`config.mk`:
```
export PLATFORM = sky130hd
export DESIGN_NAME = yuv2rgb_stream_pipe
export DESIGN_NICKNAME = d
export VERILOG_FILES = /design/src/rtl/yuv2rgb_stream_pipe.sv
export SDC_FILE = /design/constraint.sdc
export NUM_CORES = 1
export LEC_CHECK = 0
export ABC_AREA = 1
export CORE_UTILIZATION = 60
export DETAILED_ROUTE_END_ITERATION = 8
export HOLD_SLACK_MARGIN = 0.1
export PLACE_DENSITY = 0.84
export SLEW_MARGIN = 5
export SYNTH_ARGS = -nofsm -noshare
export SYNTH_HDL_FRONTEND = slang
export SYNTH_SLANG_ARGS = --single-unit
```
`constraint.sdc`:
```
create_clock -name clk -period 14.7 [get_ports clk]
set_clock_uncertainty 0.15 [all_clocks]
set_input_delay 2.205 -clock clk [delete_from_list [all_inputs] [get_ports clk]]
set_output_delay 2.205 -clock clk [all_outputs]
set_load 0.1 [all_outputs]
```
`src/rtl/yuv2rgb_stream_pipe.sv`:
```
// yuv2rgb_stream_pipe: 3-stage valid/ready YUV->RGB converter with frame pixel counter (define YUV2RGB_ROUND_EN for round-half-up)
module yuv2rgb_stream_pipe #(
   parameter int DW         = 8,
   parameter int COEF_W     = 20,
   parameter int FRAC       = 16,
   parameter int CY         = 76284,
   parameter int CRV        = 104595,
   parameter int CGU        = -25624,
   parameter int CGV        = -53281,
   parameter int CBU        = 132251,
   parameter int Y_OFF      = 16,
   parameter int C_OFF      = 128,
   parameter int NUM_PIXELS = 76800,
   parameter int CNT_W      = 17
) (
   input  logic             clk,
   input  logic             rst,
   input  logic             clear,
   input  logic             in_valid,
   output logic             in_ready,
   input  logic [DW-1:0]    in_y,
   input  logic [DW-1:0]    in_u,
   input  logic [DW-1:0]    in_v,
   output logic             out_valid,
   input  logic             out_ready,
   output logic [DW-1:0]    out_r,
   output logic [DW-1:0]    out_g,
   output logic [DW-1:0]    out_b,
   output logic             out_last,
   output logic [CNT_W-1:0] pix_count
);
   localparam int PW = COEF_W + DW + 1;
   localparam int SW = PW + 2;
   localparam logic signed [PW-1:0] K_Y  = PW'(CY);
   localparam logic signed [PW-1:0] K_RV = PW'(CRV);
   localparam logic signed [PW-1:0] K_GU = PW'(CGU);
   localparam logic signed [PW-1:0] K_GV = PW'(CGV);
   localparam logic signed [PW-1:0] K_BU = PW'(CBU);
   localparam logic signed [SW-1:0] MAXV = SW'((1 << DW) - 1);
`ifdef YUV2RGB_ROUND_EN
   localparam logic signed [SW-1:0] RND = SW'(2 ** (FRAC - 1));
`else
   localparam logic signed [SW-1:0] RND = '0;
`endif

   logic                    v1_q, v2_q, v3_q;
   logic signed [DW:0]      yo_q, uo_q, vo_q, yo_d, uo_d, vo_d;
   logic signed [PW-1:0]    py_q, prv_q, pgu_q, pgv_q, pbu_q;
   logic signed [PW-1:0]    py_d, prv_d, pgu_d, pgv_d, pbu_d;
   logic [DW-1:0]           r_q, g_q, b_q, r_d, g_d, b_d;
   logic [CNT_W-1:0]        cnt_q, cnt_d;
   logic                    adv, xfer;

   function automatic logic [DW-1:0] sat(input logic signed [SW-1:0] s);
      logic signed [SW-1:0] t;
      t = (s + RND) >>> FRAC;
      return t[SW-1] ? '0 : (t > MAXV) ? MAXV[DW-1:0] : t[DW-1:0];
   endfunction

   assign adv       = !v3_q | out_ready;
   assign xfer      = v3_q & out_ready;
   assign in_ready  = adv;
   assign out_valid = v3_q;
   assign out_r     = r_q;
   assign out_g     = g_q;
   assign out_b     = b_q;
   assign pix_count = cnt_q;
   assign out_last  = v3_q & (cnt_q == CNT_W'(NUM_PIXELS - 1));

   // Next values for every stage: offsets, the five products, clamped sums and the wrapping pixel index
   always_comb begin
      yo_d  = $signed({1'b0, in_y}) - $signed((DW+1)'(Y_OFF));
      uo_d  = $signed({1'b0, in_u}) - $signed((DW+1)'(C_OFF));
      vo_d  = $signed({1'b0, in_v}) - $signed((DW+1)'(C_OFF));
      py_d  = K_Y  * PW'(yo_q);
      prv_d = K_RV * PW'(vo_q);
      pgu_d = K_GU * PW'(uo_q);
      pgv_d = K_GV * PW'(vo_q);
      pbu_d = K_BU * PW'(uo_q);
      r_d   = sat(SW'(py_q) + SW'(prv_q));
      g_d   = sat(SW'(py_q) + SW'(pgu_q) + SW'(pgv_q));
      b_d   = sat(SW'(py_q) + SW'(pbu_q));
      cnt_d = (cnt_q == CNT_W'(NUM_PIXELS - 1)) ? '0 : cnt_q + 1'b1;
   end

   // Stage valids advance together on adv; clear flushes them and restarts the frame count
   always_ff @(posedge clk or negedge rst) begin
      if (!rst) begin
         v1_q  <= 1'b0;
         v2_q  <= 1'b0;
         v3_q  <= 1'b0;
         cnt_q <= '0;
      end else if (clear) begin
         v1_q  <= 1'b0;
         v2_q  <= 1'b0;
         v3_q  <= 1'b0;
         cnt_q <= '0;
      end else begin
         if (adv) begin
            v1_q <= in_valid;
            v2_q <= v1_q;
            v3_q <= v2_q;
         end
         if (xfer) cnt_q <= cnt_d;
      end
   end

   // Data registers load only behind a valid pixel, so outputs hold while no pixel is presented
   always_ff @(posedge clk or negedge rst) begin
      if (!rst) begin
         yo_q  <= '0;
         uo_q  <= '0;
         vo_q  <= '0;
         py_q  <= '0;
         prv_q <= '0;
         pgu_q <= '0;
         pgv_q <= '0;
         pbu_q <= '0;
         r_q   <= '0;
         g_q   <= '0;
         b_q   <= '0;
      end else if (adv && !clear) begin
         if (in_valid) begin
            yo_q <= yo_d;
            uo_q <= uo_d;
            vo_q <= vo_d;
         end
         if (v1_q) begin
            py_q  <= py_d;
            prv_q <= prv_d;
            pgu_q <= pgu_d;
            pgv_q <= pgv_d;
            pbu_q <= pbu_d;
         end
         if (v2_q) begin
            r_q <= r_d;
            g_q <= g_d;
            b_q <= b_d;
         end
      end
   end
endmodule
```
==> impl_results.md <==
* Outcome: finished, violations left
* Failing checks: DRC
* Ranking of synthesized cells by area: ha_1, dfrtp_1, fa_1, nand2_1, inv_1
* Chip height at 207 um
* Total CTS buffers at 17
* FF+latch area at 4780 sq um
* TritonCTS clock tree: done
* Post-CTS setup buffer count at 0
* Number of synthesized flops with an enable pin at 0
* Hold-fix buffers, CTS at 0
* DRT iter0 DRCs at 1912
* Die Wd at 207 um
* Cell taking the most area after synthesis: ha_1
* Pre-antenna DRT Iters at 9
* Die area at 42900 sq um
* Final Cycle Share at 43.4%
* Drt wl/cell at 16.3 um
* Pin count of the biggest net entering global routing at 86
* Slew @ Worst Pin at 998 ps
* H-Tree Depth at 4
* Standard-cell rows at 74
* Syn Area/Cell at 7.65 sq um
* Post-CTS Resized at 0
* Worst Path Max Fanout at 4
* Final worst slack at 8330 ps
* Initial antenna violation count at 0
* Commonest non-fill, non-tap cells in the layout: nand2_1, inv_1, ha_1, dfrtp_1
* Cell variety after synth at 53
* Asr flop ratio synth at 100%
* Critical-path top delay cell: clkdlybuf4s50_1
* Most common cell after layout, fill and taps aside: nand2_1
* Cell mode on critical path: clkdlybuf4s50_1
* Grt met3 use at 5.97%
* Sum Neg Setup Slack at 0 ps
* Worst-path clk slew at 70 ps
* CP required at 12350 ps
* Setup WS pre-CTS at 8320 ps
* Yosys top cell area share at 22.2%
* Max_cap viols at 0
* Ports at 73
* Clk buf depth at 2
* Grt peak-use layer: met2
* CP startpoint kind: primary input
* Share of cells above drive strength 1 at 3.02%
* Total track usage at 30.9%
* M2 GR Usage at 48.5%
* Met1 GRT Util at 43.1%
* Core ar. at 41100 sq um
* CP cell instances: clkdlybuf4s50_1 -> inv_1 -> nand2_1 -> clkdlybuf4s50_1
* NumNets Final at 4028
* Total clock sinks at 191
* Hpwl dp at 53400 um
* Mapped cell area at 25200 sq um
* ANT cells at 0
* Port Buffers at 72
* Slew Limit Fails at 0
* Fillers at 3499
* Routed Antenna Nets at 0
* Worst hold path class: register to register
* Worst Path Arrival at 4020 ps
* Worst slew margin at 33.2%
* Clock latency on the worst-skew pair at 470 ps
* CP peak stage delay at 1150 ps
* CP Capture Type: primary output
* First-pass GRT wire length at 106000 um
* GRT overflow at 0
* Count of final setup violators at 0
* Initial Util at 61.4%
* Fin crit period at 6370 ps
* Synth Warn # at 0
* Mapped Nets at 3961
* Final core utilization at 66.1%
* Fin. Hold Viols at 0
* #FFs+latches synth at 191
* Setup CP Type: primary input to primary output
* Fin cells at 3909
* Synth Flop Type: dfrtp_1
* Gp weighted congestion at 1.00
* Layout area overhead at 7.64%
* Routed vias at 21.7k
* Post-Route WL at 63600 um
* Placed cell count at 3877
* FMAX at 157 MHz
* Multi-input logic area at 18300 sq um
* Vias per cell at 5.55
* Clock Tree Root: clkbuf_16
* Seq/Total Area, Yosys at 18.9%
* Unrepaired setup endpoints after global routing: false
* Vias in the first global route at 21.1k
* Cells after synthesis at 3297
* Post-route DRC at 7
flip-flops by register name (all words and copies together) (netlist names), 9 cells and up:
name and flops:
pbu_q 27, prv_q 25, py_q 25, pgv_q 24, pgu_q 21, pix_count 17, yo_q 9
worst paths after layout:
path	startpoint	to	slack (ps)	cells past startpoint
max	out_ready	in_ready	8330	4
min	out_b[2]	out_b[2]	330	2
max reg2reg	vo_q[3]	pgv_q[18]	9050	16
min reg2reg	out_b[2]	out_b[2]	330	2
max in group asynchronous	rst	pgv_q[18]	11490	2
min in group asynchronous	rst	pix_count[14]	1550	1
synth_stat cells (14+ instances only):
cell type,count
nand2_1,883
inv_1,547
ha_1,448
dfrtp_1,191
fa_1,187
nor2_1,187
a21oi_1,182
o21ai_0,156
nand3_1,151
xnor2_1,49
xor2_1,38
nand4_1,34
or2_2,30
clkbuf_1,26
nor3_1,23
o21bai_1,22
a21o_1,17
nor4_1,14
cells by family (layout without fill, tap and decap cells):
logic type                 after synthesis  in the layout  share of synthesized area, %
AOI/OAI and AO/OA                      436            436                          9.64
xor gates and xnor gates                87             87                          3.02
adders and majority gates              635            635                          37.1
buffers and inverters                  584            664                          8.70
DFF                                    191            191                          18.9
and+or+nand+nor                       1364           1364                          22.6
per-layer routing:
metal / vias up / share of wire, %
met5: - / 0
met4: 0 / 2.9
met3: 110 / 7.5
li1: 10800 / -
met2: 742 / 44
met1: 10100 / 45
through the flow:
stage | instance area (sq um) | hold WS, ps
after floorplan | 25200 | 292
final | 27200 | 327
after global placement | 26600 | 312
after global routing | 27200 | 351
after CTS | 27200 | 335
after detailed placement | 26600 | 315
worst max-delay path: cells and delay by family:
family,cells,cell delay (ps)
simple gates,1,120
buf+inv,3,1690
area by class of cell:
class	instances	share of cell area, %
multi-input combinational	2522	67.2
sequential	191	17.6
inverter	552	7.64
timing repair buffer	80	2.89
tap	532	2.45
clock buffer	19	1.67
clock inverter	13	0.511
Power is not shown: default switching activity piles up to over one toggle a cycle in this logic, so the estimate is an artifact.
